`src/rtl/pcs_rx_symbol_aligner.sv`:
```
// pcs_rx_symbol_aligner: 10BASE-T1S PCS receive front end.
// Hunts for the J/SYNC code in the recovered bit stream and packs bits into
// 5B symbols. It presents each symbol on RXn with a three-deep history and an
// RSCD strobe. While the line is quiet it synthesises SILENCE symbols.
// Optional feature (define RX_ALIGN_LOSS_DET_EN): invalid-symbol counting in
// LOCKED, which drops back to HUNT after LOSS_THRESH consecutive bad codes.
module pcs_rx_symbol_aligner #(
  parameter logic [4:0]  SYNC_CODE      = 5'b11000,
  parameter logic [4:0]  SILENCE_CODE   = 5'b11111,
  parameter int unsigned SILENCE_PERIOD = 10,
  parameter int unsigned LOSS_THRESH    = 4
) (
  input  logic       clk,
  input  logic       pcs_reset,
  input  logic       rx_bit,
  input  logic       rx_bit_valid,
  input  logic       signal_present,
  output logic       RSCD,
  output logic [4:0] RXn,
  output logic [4:0] RXn_1,
  output logic [4:0] RXn_2,
  output logic [4:0] RXn_3,
  output logic       aligned,
  output logic       align_loss
);

  localparam int SIL_W = (SILENCE_PERIOD > 1) ? $clog2(SILENCE_PERIOD) : 1;
  localparam logic [SIL_W-1:0] SIL_LAST = SIL_W'(SILENCE_PERIOD - 1);

  typedef enum logic [1:0] {HUNT, LOCKED, SILENT} state_t;

  state_t           state_q, state_d;
  logic [4:0]       sr_q, sr_d;
  logic [2:0]       bitcnt_q, bitcnt_d;
  logic [SIL_W-1:0] sil_q, sil_d;
  logic [4:0]       sr_shift;
  logic             emit;
  logic [4:0]       emit_sym;
  logic             loss;

`ifdef RX_ALIGN_LOSS_DET_EN
  localparam int ERR_W = $clog2(LOSS_THRESH + 1);
  logic [ERR_W-1:0] err_q, err_d;

  // Codes the receive state diagram can legitimately see on the line.
  function automatic logic sym_valid(input logic [4:0] s);
    case (s)
      5'b11110, 5'b01001, 5'b10100, 5'b10101,
      5'b01010, 5'b01011, 5'b01110, 5'b01111,
      5'b10010, 5'b10011, 5'b10110, 5'b10111,
      5'b11010, 5'b11011, 5'b11100, 5'b11101,
      5'b11111, 5'b11000, 5'b10001, 5'b01101,
      5'b00111, 5'b00100: sym_valid = 1'b1;
      default:            sym_valid = 1'b0;
    endcase
  endfunction

  // Consecutive-invalid-symbol counter.
  always_ff @(posedge clk) begin
    if (pcs_reset) err_q <= '0;
    else           err_q <= err_d;
  end
`endif

  // State register.
  always_ff @(posedge clk) begin
    if (pcs_reset) state_q <= HUNT;
    else           state_q <= state_d;
  end

  // Next state, bit assembly, silence timer and emit decision.
  // A low signal_present outranks any strobe in the same cycle.
  always_comb begin
    state_d  = state_q;
    sr_d     = sr_q;
    bitcnt_d = bitcnt_q;
    sil_d    = sil_q;
    sr_shift = {sr_q[3:0], rx_bit};
    emit     = 1'b0;
    emit_sym = sr_shift;
    loss     = 1'b0;
`ifdef RX_ALIGN_LOSS_DET_EN
    err_d    = err_q;
`endif
    case (state_q)
      HUNT: begin
        if (!signal_present) begin
          state_d  = SILENT;
          emit     = 1'b1;
          emit_sym = SILENCE_CODE;
          sil_d    = '0;
        end else if (rx_bit_valid) begin
          sr_d = sr_shift;
          if (sr_shift == SYNC_CODE) begin
            emit     = 1'b1;
            bitcnt_d = 3'd0;
            state_d  = LOCKED;
          end
        end
      end
      LOCKED: begin
        if (!signal_present) begin
          // The partial symbol is dropped; HUNT restarts from a clean register.
          state_d  = SILENT;
          emit     = 1'b1;
          emit_sym = SILENCE_CODE;
          loss     = 1'b1;
          sil_d    = '0;
          sr_d     = '0;
          bitcnt_d = 3'd0;
`ifdef RX_ALIGN_LOSS_DET_EN
          err_d    = '0;
`endif
        end else if (rx_bit_valid) begin
          sr_d = sr_shift;
          if (bitcnt_q == 3'd4) begin
            bitcnt_d = 3'd0;
            emit     = 1'b1;
`ifdef RX_ALIGN_LOSS_DET_EN
            if (!sym_valid(sr_shift)) begin
              if (32'(err_q) + 32'd1 >= LOSS_THRESH) begin
                // The offending symbol still goes out; alignment is dropped after it.
                state_d = HUNT;
                loss    = 1'b1;
                err_d   = '0;
              end else begin
                err_d = err_q + ERR_W'(1);
              end
            end else begin
              err_d = '0;
            end
`endif
          end else begin
            bitcnt_d = bitcnt_q + 3'd1;
          end
        end
      end
      SILENT: begin
        if (signal_present) begin
          state_d  = HUNT;
          sr_d     = '0;
          bitcnt_d = 3'd0;
          sil_d    = '0;
        end else if (sil_q == SIL_LAST) begin
          sil_d    = '0;
          emit     = 1'b1;
          emit_sym = SILENCE_CODE;
        end else begin
          sil_d = sil_q + SIL_W'(1);
        end
      end
      default: state_d = HUNT;
    endcase
  end

  // FSM output: lock indication follows the state directly.
  always_comb begin
    aligned = (state_q == LOCKED);
  end

  // Datapath registers: shift register, counters and the symbol history.
  always_ff @(posedge clk) begin
    if (pcs_reset) begin
      sr_q       <= '0;
      bitcnt_q   <= 3'd0;
      sil_q      <= '0;
      RSCD       <= 1'b0;
      align_loss <= 1'b0;
      RXn        <= SILENCE_CODE;
      RXn_1      <= SILENCE_CODE;
      RXn_2      <= SILENCE_CODE;
      RXn_3      <= SILENCE_CODE;
    end else begin
      sr_q       <= sr_d;
      bitcnt_q   <= bitcnt_d;
      sil_q      <= sil_d;
      RSCD       <= emit;
      align_loss <= loss;
      if (emit) begin
        RXn_3 <= RXn_2;
        RXn_2 <= RXn_1;
        RXn_1 <= RXn;
        RXn   <= emit_sym;
      end
    end
  end

endmodule
```
`config.mk`:
```
export PLATFORM = sky130hd
export DESIGN_NAME = pcs_rx_symbol_aligner
export DESIGN_NICKNAME = d
export VERILOG_FILES = /design/src/rtl/pcs_rx_symbol_aligner.sv
export SDC_FILE = /design/constraint.sdc
export NUM_CORES = 1
export LEC_CHECK = 0
export CAP_MARGIN = 20
export CORE_MARGIN = 1
export CORE_UTILIZATION = 25
export DETAILED_ROUTE_END_ITERATION = 12
export GPL_ROUTABILITY_DRIVEN = 0
export SLEW_MARGIN = 5
export SYNTH_ARGS = -nofsm -noshare
export SYNTH_HDL_FRONTEND = slang
export SYNTH_SLANG_ARGS = --single-unit
```
`constraint.sdc`:
```
create_clock -name clk -period 1.8 [get_ports clk]
set_clock_uncertainty 0.2 [all_clocks]
set_input_delay 0.18 -clock clk [delete_from_list [all_inputs] [get_ports clk]]
set_output_delay 0.18 -clock clk [all_outputs]
set_load 0.02 [all_outputs]
```
==> impl_metrics.json <==
{
  "status": "complete, but fails checks",
  "violations": "negative setup slack",
  "pwr-share-clk": 0.332,
  "clk_latency_ns": 0.29,
  "antennaDiodeCount": 0,
  "synth-seq-cells": 35,
  "swShare": 0.273,
  "grt_max_degree": 22,
  "use_met1": 0.147,
  "cts.htree.levels": 2,
  "setup.worst_path.class": "flop to flop",
  "fin_cells": 323,
  "hold_viol": 0,
  "cp_top_family": "simple AND/OR/NAND/NOR gates",
  "drc": 0,
  "ys_top_cells_by_count": "dfxtp_1, nor2_1, mux2i_1",
  "grtUsageMet2": 0.182,
  "rows": 29,
  "grt_pass1_wl_um": 6540,
  "synth_top_family_by_area": "simple AND/OR/NAND/NOR gates",
  "critPathSlowestCell": "or4b_4",
  "arrival_ns": 1.85,
  "path_clk_slew_ns": 0.08,
  "grt_setup_unrepaired": "yes",
  "final.min_clock_period_ns": 1.84,
  "total_power_mw": 1.69,
  "synth_area_per_cell_sq_um": 9.35,
  "synth_area_leaders": "dfxtp_1, mux2i_1, nor2_1, ha_1, a21oi_1",
  "num_vias": 1488,
  "routed_wl_um": 4000,
  "hp-start": "sil_q[3]",
  "first_iter_violations": 67,
  "report.final.slew_viol_count": 0,
  "top_level_ports": 28,
  "cpPeakStageDelay_ns": 0.50,
  "post-route-util": 0.397,
  "setup.worst_path.start": "state_q[1]",
  "io_buffers": 27,
  "start_kind": "flop",
  "hpwl_um": 2880,
  "dieArea_sq_mm": 0.00699,
  "setup_viol": 2,
  "cp_max_fo": 5,
  "final_nets": 258,
  "grt_pass1_vias": 1452,
  "path_cells": "inv_2 -> ha_4 -> buf_4 -> nand2_4 -> o221ai_4 -> or4b_4 -> a21oi_2",
  "syn_area_sq_mm": 0.00166,
  "root_buffer": "clkbuf_8",
  "detail-route-antenna-nets": 0,
  "combPwrFrac": 0.185,
  "synth-adder-area-share": 0.0602,
  "synth.top_cell.area_share": 0.421,
  "synthCells": 178,
  "drive_above_1_share": 0.317,
  "first_pass_iters": 4,
  "initial_utilization": 0.261,
  "dp.cells": 308,
  "r2r_cells": 7,
  "p_int_mw": 1.23,
  "ys_async_sr_fraction": 0,
  "area_delta_synth_final_pct": 52.2,
  "grt-busiest-layer": "met2",
  "relSlewSlack": 0.757,
  "core_area_sq_mm": 0.00639,
  "hold_ws_ns": 0.304,
  "cp.buffers_inverters": 2,
  "max-vdd-ir-drop_mv": 0.324,
  "synth_edf_count": 0,
  "maxCapViolations": 0,
  "yosys.area_share.simple": 0.188,
  "grt_usage": 0.115,
  "grt_antenna_before_repair": 0,
  "cts_tree": "yes",
  "clock_path_buffers": 2,
  "yosysUniqueCellTypes": 42,
  "chipWidth_um": 83.6,
  "overflow": 0,
  "period_share": 1.02,
  "layout_setup_ws_ns": -0.0353,
  "power_density_mw_per_mm2": 667,
  "grt_use_met3": 0.0386,
  "path_depth": 7,
  "yosysMostFrequentCell": "dfxtp_1",
  "cts.sinks": 35,
  "viasPerCell": 4.61,
  "max_freq_mhz": 545,
  "wire_per_inst_um": 12.4,
  "hold_depth": 2,
  "syn_nets": 191,
  "synth_xor_area_frac": 0,
  "synth.yosys.seq_area_share": 0.421,
  "worstHoldPathType": "flop to flop",
  "fin_tns_setup_ns": -0.0550,
  "synth_compound_area_frac": 0.124,
  "synth_largest_area_cell": "dfxtp_1",
  "r2r_slack_ns": -0.04,
  "p_leak_nw": 1.04,
  "tightest_slew_ns": 0.363,
  "p_switching_mw": 0.460,
  "die_h_um": 83.6,
  "timing.rr.start": "state_q[1]",
  "power_frac_seq": 0.483,
  "synth_warnings": 0,
  "synth.area.mux_share": 0.157,
  "numCtsBuffers": 5,
  "required_ns": 1.82,
  "synth_ff_type": "dfxtp_1",
  "end_kind": "flop"
}
[cell type report]
class                           instances  area [sq um]
Fill cell                             646          3850
Multi-Input combinational cell        127          1020
Sequential cell                        35           708
Timing Repair Buffer                   67           584
Tap cell                               77          96.3
Clock buffer                            6          72.6
Inverter                                9          38.8
Clock inverter                          2          12.5
[cells in the final DEF, fill, tap and decap left out, types with 3 or more instances in the layout]
cell type / Yosys / layout
clkdlybuf4s50_1: 0 / 26
dfxtp_1: 35 / 33
ha_1: 8 / 4
nand2_1: 6 / 5
o21ai_0: 4 / 4
buf_4: 0 / 36
a21oi_1: 12 / 8
nand3_1: 3 / 3
ha_4: 0 / 3
inv_1: 9 / 6
buf_6: 3 / 4
mux2i_1: 25 / 25
nor2_1: 31 / 31
nor2b_1: 3 / 3
a21oi_2: 1 / 5
clkbuf_8: 0 / 5
[timing repair]
item                       4_1_cts  5_1_grt
setup buffers                    1        6
setup endpoints to repair       23       25
cloned                           0        0
resized for setup               10       20
hold buffers                     0        0
pin swaps                        2        5
[state kept, by name, summed over array words and instances, names as in the netlist]
signal / flops
RXn: 5
state_q: 2
RSCD: 1
RXn_2: 5
sr_q: 4
RXn_3: 5
sil_q: 4
bitcnt_q: 3
align_loss: 1
RXn_1: 5
[final timing paths]
| path | endpoint |
|---|---|
| max reg2reg | bitcnt_q[0] |
| min reg2reg | sil_q[3] |
| max | bitcnt_q[0] |
| min | sil_q[3] |
[metrics by stage]
| step | instance area [sq um] | setup WS (ns) |
|---|---|---|
| finish | 2530 | -0.0353 |
| global route | 2530 | -0.0841 |
| CTS | 2420 | 0.00211 |
| detailed placement | 2280 | -0.227 |
| global placement | 2280 | -0.211 |
| floorplan | 1720 | -0.0310 |
[layer usage]
metal  vias to the layer above  routed length (um)
met5                         -                   0
met4                         0                  61
met3                         6                 206
met2                        35                1800
met1                       692                1930
li1                        755                   -
[cells by family (layout without fill, tap and decap cells)]
group | count (synthesis) | count (layout)
adder cells (fa/ha/maj) | 8 | 8
buffers and inverters | 16 | 84
AND/OR/NAND/NOR | 62 | 62
AO/OA/AOI/OAI | 31 | 31
multiplexers | 26 | 26
flip-flops | 35 | 35
[worst register-to-register path, delay by kind of cell, from the launching register on]
kind                     cells  cell delay (ns)
AND/OR/NAND/NOR              2             0.58
flip-flops                   1             0.37
AO/OA/AOI/OAI                2             0.26
buffers and inverters        2             0.19
adder cells (fa/ha/maj)      1             0.17
[power by group through the flow]
stage | logic, mW | clock network [mW] | registers (mW)
floorplan | 0.140 | 0 | 0.858
global placement | 0.284 | 0 | 0.834
detailed placement | 0.285 | 0 | 0.834
CTS | 0.296 | 0.579 | 0.816
global route | 0.336 | 0.616 | 0.818
finish | 0.313 | 0.560 | 0.815
No activity file was read; power rests on OpenSTA's default activity.
